--- src/rtl/johnson_pkg.sv ---
// Package shared by the Johnson sequencer slice.
// Holds the legal stage limit, the step direction encoding and the helper
// that sizes the binary phase index.
package johnson_pkg;

    localparam int unsigned MAX_STAGES = 16;

    typedef enum logic {
        DIR_FWD = 1'b0,
        DIR_BWD = 1'b1
    } dir_e;

    // Width of the binary phase index for a ring of 'stages' flip-flops.
    function automatic int unsigned phase_w(input int unsigned stages);
        return $clog2(2 * stages);
    endfunction

endpackage

--- src/rtl/johnson_decode.sv ---
// Combinational phase decoder for a Johnson counter.
// Ports:
//   j       in  STAGES  raw Johnson state bits
//   reset   in  1       forces decoded and phase to zero while high
//   decoded out P       one-hot phase (P = 2*STAGES)
//   phase   out PW      binary index of the active phase (0 when illegal)
//   illegal out 1       state is not a valid Johnson code
module johnson_decode
    import johnson_pkg::*;
#(
    parameter  int unsigned STAGES = 4,
    localparam int unsigned P      = 2 * STAGES,
    localparam int unsigned PW     = phase_w(STAGES)
) (
    input  logic [STAGES-1:0] j,
    input  logic              reset,
    output logic [P-1:0]      decoded,
    output logic [PW-1:0]     phase,
    output logic              illegal
);

    logic [P-1:0]  raw;
    logic [PW:0]   pop;
    logic [PW-1:0] idx;

    always_comb begin
        raw = '0;
        raw[0] = ~j[STAGES-1] & ~j[0];
        for (int unsigned k = 1; k < STAGES; k++) begin
            raw[k] = j[k-1] & ~j[k];
        end
        raw[STAGES] = j[STAGES-1] & j[0];
        for (int unsigned k = STAGES + 1; k < P; k++) begin
            raw[k] = ~j[k-STAGES-1] & j[k-STAGES];
        end
    end

    // Population count and index are derived from the raw decode so that an
    // illegal state is flagged even while reset masks the outputs.
    always_comb begin
        pop = '0;
        idx = '0;
        for (int unsigned k = 0; k < P; k++) begin
            pop = pop + {{PW{1'b0}}, raw[k]};
            if (raw[k]) begin
                idx = idx | PW'(k);
            end
        end
    end

    assign illegal = (pop != (PW+1)'(1));
    assign decoded = reset ? '0 : raw;
    assign phase   = (reset || illegal) ? '0 : idx;

endmodule

--- src/rtl/johnson_seq.sv ---
// Johnson (inverted ring) phase sequencer with enable, re-align, wrap pulse
// and illegal-state recovery.
// Optional feature: define JOHNSON_SEQ_DIR_EN to honour DIR (backward steps).
// Ports:
//   CLK     in  1       rising-edge clock
//   RESET   in  1       synchronous active-high reset
//   EN      in  1       advance one phase
//   DIR     in  1       0 forward, 1 backward (only with JOHNSON_SEQ_DIR_EN)
//   SYNC    in  1       re-align to phase 0
//   DFF     out STAGES  raw state bits
//   Decoded out P       one-hot phase, combinational
//   PHASE   out PW      binary phase index, combinational
//   WRAP    out 1       registered one-cycle wrap pulse
//   ERR     out 1       sticky illegal-state flag
module johnson_seq
    import johnson_pkg::*;
#(
    parameter  int unsigned STAGES = 4,
    localparam int unsigned P      = 2 * STAGES,
    localparam int unsigned PW     = phase_w(STAGES)
) (
    input  logic              CLK,
    input  logic              RESET,
    input  logic              EN,
    input  logic              DIR,
    input  logic              SYNC,
    output logic [STAGES-1:0] DFF,
    output logic [P-1:0]      Decoded,
    output logic [PW-1:0]     PHASE,
    output logic              WRAP,
    output logic              ERR
);

    logic [STAGES-1:0] j_q;
    logic [STAGES-1:0] j_fwd;
    logic              wrap_q;
    logic              err_q;
    logic              illegal;

    johnson_decode #(
        .STAGES(STAGES)
    ) u_decode (
        .j      (j_q),
        .reset  (RESET),
        .decoded(Decoded),
        .phase  (PHASE),
        .illegal(illegal)
    );

    assign j_fwd = {j_q[STAGES-2:0], ~j_q[STAGES-1]};

`ifdef JOHNSON_SEQ_DIR_EN
    logic [STAGES-1:0] j_bwd;
    dir_e              dir;

    assign j_bwd = {~j_q[0], j_q[STAGES-1:1]};
    assign dir   = dir_e'(DIR);
`else
    logic unused_dir;

    assign unused_dir = DIR;
`endif

    // RESET masks Decoded, but that cannot matter here: RESET has top priority.
    always_ff @(posedge CLK) begin
        if (RESET) begin
            j_q    <= '0;
            wrap_q <= 1'b0;
            err_q  <= 1'b0;
        end else if (illegal) begin
            j_q    <= '0;
            wrap_q <= 1'b0;
            err_q  <= 1'b1;
        end else if (SYNC) begin
            j_q    <= '0;
            wrap_q <= 1'b0;
        end else if (EN) begin
`ifdef JOHNSON_SEQ_DIR_EN
            if (dir == DIR_BWD) begin
                j_q    <= j_bwd;
                wrap_q <= Decoded[0];
            end else begin
                j_q    <= j_fwd;
                wrap_q <= Decoded[P-1];
            end
`else
            j_q    <= j_fwd;
            wrap_q <= Decoded[P-1];
`endif
        end else begin
            wrap_q <= 1'b0;
        end
    end

    assign DFF  = j_q;
    assign WRAP = wrap_q;
    assign ERR  = err_q;

endmodule

--- config.mk ---
export PLATFORM = sky130hd
export DESIGN_NAME = johnson_seq
export DESIGN_NICKNAME = d
export VERILOG_FILES = /design/src/rtl/johnson_pkg.sv /design/src/rtl/johnson_decode.sv /design/src/rtl/johnson_seq.sv
export SDC_FILE = /design/constraint.sdc
export NUM_CORES = 1
export LEC_CHECK = 0
export CAP_MARGIN = 20
export CORE_UTILIZATION = 40
export DETAILED_ROUTE_END_ITERATION = 8
export PLACE_DENSITY = 0.78
export SYNTH_ARGS = -nofsm -noshare
export SYNTH_HDL_FRONTEND = slang
export SYNTH_SLANG_ARGS = --single-unit
--- constraint.sdc ---
create_clock -name CLK -period 4.6 [get_ports CLK]
set_input_delay 0.92 -clock CLK [delete_from_list [all_inputs] [get_ports CLK]]
set_output_delay 0.92 -clock CLK [all_outputs]
set_load 0.03 [all_outputs]
==> metrics.txt, run 1 <==
initial antenna violation count 0; Sw Share 0.277; Crit path top cell by count fa_1; share of flip-flops with an asynchronous set or reset 0; area growth from synthesis to layout 47.8%; synthesized area per cell 8.58 um^2; Main synth FF type dfxtp_1; area leader, netlist dfxtp_1; MaxCap Viol Count 0; top layer in use met4; GRT overflow 0; Final Critical Period 4.44 ns; fmax 0.225 GHz; worst-path cell chain buf_4 > nand2_1 > fa_1 > fa_1 > fa_1 > fa_1 > nor2b_4 > o21ai_4 > nor4b_4 > buf_4; DR iter-0 viols 5; most frequent cell after synthesis dfxtp_1; critical path's top delay family adder cells; # DRC 0; cell internal pwr 94.2 uW; Reg-to-Reg Start DFF[3]$_SDFFE_PP0P_; CTS Buffer Depth 2; Reg power frac 0.415; critical hold path startpoint ERR$_SDFFE_PP0P_; Clock power frac 0.390; setup TNS 0 ns; unique cell type count in the Yosys netlist 32; Max FO, Critical Path 9; Worst slew margin 0.578; I/O Buffers 20; share of post-route cells with drive strength above 1 0.250; clk root buf clkbuf_4; Worst Setup End Kind primary output; gpl congestion 0.799; Multi-input gate area 462 um^2; Req. time, crit path about 3.7 ns; Layout Nets 101; post-placement cell count 100; Die Y 40.5 um; synthesized area 592 um^2; Clock Sinks 6; DR vias 547; wire length of the first global-routing pass 2260 um; Post-synth EDFFs 0; Worst Skew 0.00226 ns; I/O pin total 22; WL met3 68 um; Comb power frac 0.195; critical path type reg -> out; Synth top cells by count dfxtp_1 (6), inv_1 (5), nor2_1 (5), nor3_1 (5); VDD IR max 0.111 mV; CP max-delay cell fa_1; RSZ-0062 raised after global routing false; # Post-CTS Setup Buffers 0; Syn. warnings 0; status finished clean; vias in the first global route 483; largest net degree at the start of global routing 13; ant diodes 0; post-DP HPWL 1080 um; Net Count, Synth 80; die area 0.00164 mm^2; Core Box Area 0.00133 mm^2; final setup fails 0; All-Layer GR Usage 0.223; Synth Instances between 60 and 70; Slew Viols, Final 0; top cell type's share of synthesized area 0.203; HP Class reg -> reg; worst path arrival time 3.52 ns; 1st-pass router iterations 4; flip-flop and latch area roughly 120 um^2; P_sw 36.0 uW; drt wl/cell 14.1 um; clock insertion delay at the later pin of the skew report 0.25 ns; PD cells 149 mW/mm^2; post-synthesis register bit count 6; Die Wd ~40 um; CTS tree done; antenna violation net count after detailed routing 0; LEAKAGE 0.000352 uW; Synth area leaders dfxtp_1 (20%), fa_1 (14%), mux2i_1 (6.8%); Finished Layout Cells 103; Worst Path Buf+Inv 2; Worst Setup SP DFF[3]$_SDFFE_PP0P_; clk slew on worst S/H paths roughly 0.050 ns; slowest stage delay, CP 0.52 ns; CTS Buf Count 3; Vias/cell between 5 and 6; nature of the critical path startpoint register; post-synthesis sequential area ratio 0.203; Detailed Route WL 1460 um; DR WL met2 708 um; worst-margin pin slew 0.630 ns; Row Count 13; Fin. Hold Viols 0; M1 WL between 600 and 700 um; fill cell count 120; initial core utilization 0.444; fin crit share 0.966; H-tree levels 1
==> repair_timing <==
item,CTS,global route
resized for setup,2,5
hold buffers,0,0
setup endpoints to repair,3,3
cloned,0,0
endpoints found under the hold margin,0,0
==> logic make-up after synthesis <==
logic type                 after synthesis  synth area share
muxes                                    4            0.0677
DFF                                      6             0.203
other                                    1           0.00634
AOI/OAI and AO/OA                        6            0.0846
and+or+nand+nor                         31             0.319
adders and majority gates                6             0.178
buffers and inverters                   14             0.127
xor gates and xnor gates                 1            0.0148
==> worst reg2reg max path, stage by stage (launching register included) <==
cell	delay, ns
dfxtp_2	0.32
buf_4	0.16
nand2_1	0.09
fa_1	0.46
fa_1	0.52
fa_1	0.48
fa_1	0.50
nor2b_4	0.17
o21ai_4	0.11
buf_4	0.15
o31a_1	0.22
==> state kept, by name, summed over array words and instances, names as in the netlist <==
register	cells
DFF	4
ERR	1
WRAP	1
==> final timing paths <==
kind                 endpoint  slack [ns]  depth (start not counted)
min          ERR$_SDFFE_PP0P_        0.48                          1
max                  PHASE[2]        0.16                         10
max reg2reg  ERR$_SDFFE_PP0P_        1.31                         10
min reg2reg  ERR$_SDFFE_PP0P_        0.48                          1
==> cells in the final DEF (no fill, tap or decap), drive strengths merged, types with 2 or more instances in the layout <==
cell | synthesis | layout
and3 | 2 | 2
buf | 6 | 8
clkbuf | 3 | 3
clkdlybuf4s50 | 0 | 17
dfxtp | 6 | 6
fa | 4 | 4
ha | 2 | 2
inv | 5 | 5
mux2i | 4 | 4
nand2 | 3 | 3
nand2b | 4 | 4
nand3 | 2 | 2
nor2 | 5 | 5
nor2b | 2 | 2
nor3 | 6 | 6
o21ai | 2 | 2
o31a | 2 | 2
==> through the flow <==
stage	instance area (um^2)	setup WS, ns	power [uW]	hold WS (ns)	utilization
4_1_cts	855	0.0213	131	0.486	0.641
2_1_floorplan	636	0.0129	70.3	0.574	-
3_5_place_dp	828	0.103	78.8	0.471	0.621
3_3_place_gp	828	0.159	78.6	0.468	0.621
6_report	875	0.158	130	0.477	0.656
5_1_grt	875	0.0130	137	0.498	0.656
==> metal layers <==
layer,track usage,vias up
li1,-,268
met1,0.295,259
met2,0.306,15
met3,0.100,5
met4,0.100,0
met5,0,-
==> power by group through the flow <==
stage          registers (uW)  logic, uW  clock network [uW]
6_report                 54.1       25.4                50.8
5_1_grt                  54.1       27.4                55.7
4_1_cts                  53.9       24.3                52.8
3_5_place_dp             54.9       23.9                   0
3_3_place_gp             54.9       23.7                   0
2_1_floorplan            55.9       14.4                   0
==> layout make-up <==
cell class              count  share of cell area
clock buffers               3              0.0258
repair buffers             25               0.263
multi-input cells          49               0.528
inverters                   5              0.0215
flip-flops and latches      6               0.140
well taps                  15              0.0215
(Power assumes the default switching activity.)
==> inputs of run 2 (changes only) <==
==> constraint.sdc (replaced) <==
create_clock -name CLK -period 4.6 [get_ports CLK]
set_input_delay 0.69 -clock CLK [delete_from_list [all_inputs] [get_ports CLK]]
set_output_delay 0.69 -clock CLK [all_outputs]
set_load 0.03 [all_outputs]
==> run 2 against run 1 <==
- flip-flop and latch count stayed put
- clock skew grew 0.00081 ns
- power fell by 4.0%
- critical path depth unchanged
- register-to-register slack worse by 0.07 ns
- worst setup slack better by 0.091 ns
- die area stayed put
- wire length is 7.5% lower
- clock power fell by 3%
- via count up 1.3%
- non-clock buffer count decreased by 1
- cell area decreased by 6.7%
- critical path type unchanged
- critical endpoint is now PHASE[1]
- largest power group unchanged
==> metrics.txt, run 2 (synthesized netlist as in run 1, its figures left out) <==
R2R Path End DFF[2]$_SDFFE_PP0P_; antenna violation net count after detailed routing 0; hold buffers post-CTS 0; Slew Viols, Final 0; CTS tree done; R2R setup slack 1.24 ns; Final Critical Period 4.35 ns; # DRC 0; max FFs per register 4; DR iter-0 viols 5; H-tree levels 1; status finished clean; Row Count 13; die area 0.00164 mm^2; ant diodes 0; I/O pin total 22; clk root buf clkbuf_4; fmax 0.230 GHz; clock insertion delay at the later pin of the skew report 0.25 ns; gpl congestion around 0.8; critical path type reg -> out; Worst Setup End Kind primary output; All-Layer GR Usage 0.187; fin crit share 0.946; Req. time, crit path 3.91 ns; wire length of the first global-routing pass 1990 um; setup TNS 0 ns; Clock Sinks 6; LEAKAGE 0.000337 uW; CTS Buffer Depth 2; Worst Setup SP DFF[3]$_SDFFE_PP0P_; clk slew on worst S/H paths 0.05 ns; post-placement cell count 99; fill cell count around 120; Detailed Route WL 1350 um; MaxCap Viol Count 0; post-DP HPWL 1020 um; 1st-pass router iterations 4; VDD IR max 0.0626 mV; CP endpoint PHASE[1]; Die Y 40.5 um; Finished Layout Cells 102; R2R cell count 9; initial core utilization 0.444; highest-count cells in the layout ignoring fill and taps clkdlybuf4s50_1 (17), buf_4 (7), dfxtp_1 (6); Vias/cell 5.43; Core Box Area roughly 0.0013 mm^2; largest net degree at the start of global routing 13; Reg-to-Reg Start DFF[3]$_SDFFE_PP0P_; drt wl/cell around 13 um; Die Wd 40.5 um; flip-flop and latch area about 120 um^2; # Post-CTS Setup Buffers 0; DR vias 554; Max FO, Critical Path 5; worst path arrival time 3.66 ns; hold slack final 0.483 ns; I/O Buffers 20; final setup fails 0; Layout Nets 100; Post-Route Utilization 0.612; GRT overflow 0; area growth from synthesis to layout 37.8%; nature of the critical path startpoint register; PD cells 153 mW/mm^2; HP Class reg -> reg; Worst Skew 0.00308 ns; CTS Buf Count 3; Multi-input gate area 413 um^2; most common cell after layout, fill and taps aside clkdlybuf4s50_1; Fin. Hold Viols 0; initial antenna violation count 0; vias in the first global route between 400 and 500; share of post-route cells with drive strength above 1 0.195
-- run 2: cell types whose count changed in the layout (fill, tap and decap cells not counted), sizes merged --
cell,previous run,this run
buf,8,7
-- run 2: final cells by class --
type | instances | share of cell area
inverters | 5 | 0.0230
well taps | 15 | 0.0230
clock buffers | 3 | 0.0276
repair buffers | 24 | 0.273
flip-flops and latches | 6 | 0.147
multi-input cells | 49 | 0.506
-- run 2: worst min path at each step --
stage	end	startpoint	depth (start not counted)	slack (ns)
after global routing	ERR$_SDFFE_PP0P_	ERR$_SDFFE_PP0P_	1	0.52
after CTS	ERR$_SDFFE_PP0P_	ERR$_SDFFE_PP0P_	1	0.48
after detailed placement	ERR$_SDFFE_PP0P_	ERR$_SDFFE_PP0P_	1	0.47
after floorplan	DFF[2]$_SDFFE_PP0P_	DFF[2]$_SDFFE_PP0P_	2	0.57
after global placement	ERR$_SDFFE_PP0P_	ERR$_SDFFE_PP0P_	1	0.46
final	ERR$_SDFFE_PP0P_	ERR$_SDFFE_PP0P_	1	0.48
-- run 2: report_power, final --
group          internal [uW]  switching (uW)  total [uW]
combinational           9.50            12.3        21.8
clock                   29.6            19.8        49.4
sequential              53.1           0.787        53.9
total                   92.2            32.9         125
-- run 2: worst max-delay path, stage by stage (launching register included) --
cell,delay [ns]
dfxtp_1,0.32
inv_1,0.08
o21ai_0,0.26
fa_1,0.48
fa_1,0.53
fa_1,0.48
fa_1,0.48
nor2b_1,0.19
o21ai_2,0.15
nor4_2,0.25
buf_4,0.20
-- run 2: routing by layer --
layer,share of wire,track usage,vias to the layer above,wire (um)
met5,0,0,-,0
met4,0.016,0.0750,0,21
met3,0.064,0.0333,2,86
met2,0.45,0.286,22,609
met1,0.47,0.258,265,629
li1,-,-,265,-
-- run 2: what timing repair did --
| item | 4_1_cts | 5_1_grt |
|---|---|---|
| gates resized for setup | 1 | 1 |
| pin swaps | 0 | 0 |
| setup endpoints to repair | 1 | 3 |
-- run 2: per-stage QoR --
stage / cell area, um^2 / total power, uW / worst slack (ns)
after floorplan: 604 / 68.7 / -0.0650
after global placement: 790 / 76.0 / 0.333
after detailed placement: 790 / 76.3 / 0.266
after CTS: 812 / 128 / 0.153
after global routing: 816 / 133 / -0.00480
final: 816 / 125 / 0.249
==> inputs of run 3 (changes only) <==
CORE_MARGIN = 4   (was default)
==> run 3 against run 2 <==
- hold slack better by 0.0062 ns
- largest power group unchanged
- wire length increased by 9.8%
- highest routed layer unchanged
- cell count unchanged
- sequential share of layout area did not move
==> metrics.txt, run 3 (synthesized netlist as in run 1, its figures left out) <==
R2R setup slack between 1 and 1.5 ns; Worst Setup End Kind primary output; All-Layer GR Usage 0.155; antenna violation net count after detailed routing 0; hold buffers post-CTS 0; share of post-route cells with drive strength above 1 0.195; LEAKAGE about 0.00034 uW; CTS tree done; # Post-CTS Setup Buffers 0; grt met2 use 0.272; Row Count 13; clock insertion delay at the later pin of the skew report 0.25 ns; DR iter-0 viols 20; Detailed Route WL about 1500 um; GR Util met3 0.0117; area growth from synthesis to layout 37.8%; CP max-delay cell fa_1; max FFs per register 4; PD cells 156 mW/mm^2; status finished clean; fmax 0.232 GHz; Die Wd approximately 46 um; critical hold path startpoint ERR$_SDFFE_PP0P_; Tot Pwr 127 uW; die area 0.00216 mm^2; fin crit share 0.939; VDD IR max 0.107 mV; Final Critical Period 4.32 ns; Reg-to-Reg Start DFF[3]$_SDFFE_PP0P_; final setup fails 0; Die Y 46.5 um; 1st-pass router iterations 4; MaxCap Viol Count 0; largest net degree at the start of global routing 13; drt wl/cell 14.5 um; met1 Usage GRT 0.182; critical path's top delay family adder cells; Post-Route Utilization 0.604; Clock Sinks 6; initial core utilization 0.438; Layout Nets 100; CTS Buf Count 3; worst-path cell chain inv_1 > o21ai_1 > fa_1 > fa_1 > fa_1 > fa_1 > nor2b_1 > o21ai_2 > a2111oi_2 > buf_4; clk slew on worst S/H paths roughly 0.050 ns; Vias/cell approximately 5.6; Max FO, Critical Path 5; Req. time, crit path 3.91 ns; initial antenna violation count 0; Worst Path Buf+Inv 2; most common cell after layout, fill and taps aside clkdlybuf4s50_1; HP Class reg -> reg; post-CTS sizing 1; Fin. Hold Viols 0; Most Crowded Layer GR met2; ant diodes 0; RSZ-0062 raised after global routing false; Slew Viols, Final 0; wire length of the first global-routing pass roughly 2400 um; I/O Buffers 20; Worst Skew around 0.004 ns; Crit. path cell count 10; setup TNS 0 ns; Worst Setup SP DFF[3]$_SDFFE_PP0P_; post-DP HPWL 1170 um; hold path depth 1; GRT overflow 0; DR vias 570; vias in the first global route 533; highest-count cells in the layout ignoring fill and taps clkdlybuf4s50_1 (17), buf_4 (7), dfxtp_1 (6); R2R cell count 9; Worst slew margin 0.664; slowest stage delay, CP roughly 0.52 ns; CTS Buffer Depth 2; # DRC 0; Crit path top cell by count fa_1; worst-margin pin slew 0.502 ns; worst path arrival time 3.63 ns; Core Box Area 0.00135 mm^2; H-tree levels 1; nature of the critical path startpoint register; I/O pin total 22; critical path type reg -> out; clk root buf clkbuf_4; gpl congestion 0.738
run 3: cell counts in the layout (fill, tap and decap cells not counted):
No cell type changed its count.
run 3: path summary, 6_finish.rpt:
kind / end
max reg2reg: ERR$_SDFFE_PP0P_
max: PHASE[0]
min: ERR$_SDFFE_PP0P_
min reg2reg: ERR$_SDFFE_PP0P_
run 3: power breakdown:
group / switching (uW) / total (uW) / internal (uW)
registers: 0.642 / 53.7 / 53.1
logic: 12.8 / 22.3 / 9.48
clock network: 21.6 / 51.3 / 29.7
run 3: metal layers:
layer | up-vias | part of all wire
li1 | 265 | -
met5 | - | 0
met4 | 0 | 0.018
met2 | 24 | 0.53
met1 | 277 | 0.41
met3 | 4 | 0.043
run 3: worst reg2reg max path, cell delays in order, from the launching register on:
cell	delay [ns]
dfxtp_1	0.32
inv_1	0.08
o21ai_1	0.20
fa_1	0.45
fa_1	0.52
fa_1	0.47
fa_1	0.48
nor2b_1	0.20
o21ai_2	0.17
o31a_1	0.27
run 3: area by class of cell:
cell class / instances / area (um^2)
clock buffers: 3 / 22.5
repair buffers: 24 / 223
fillers: 133 / 534
inverters: 5 / 18.8
flip-flops and latches: 6 / 120
multi-input cells: 49 / 413
well taps: 15 / 18.8
run 3: metrics by stage:
stage | cells | cell area, um^2 | hold WS, ns | worst slack, ns
5_1_grt | 102 | 816 | 0.507 | 0.0670
2_1_floorplan | 69 | 604 | 0.575 | -0.0650
3_5_place_dp | 99 | 790 | 0.478 | 0.201
6_report | 102 | 816 | 0.489 | 0.282
4_1_cts | 102 | 812 | 0.489 | 0.0959
3_3_place_gp | 99 | 790 | 0.467 | 0.316
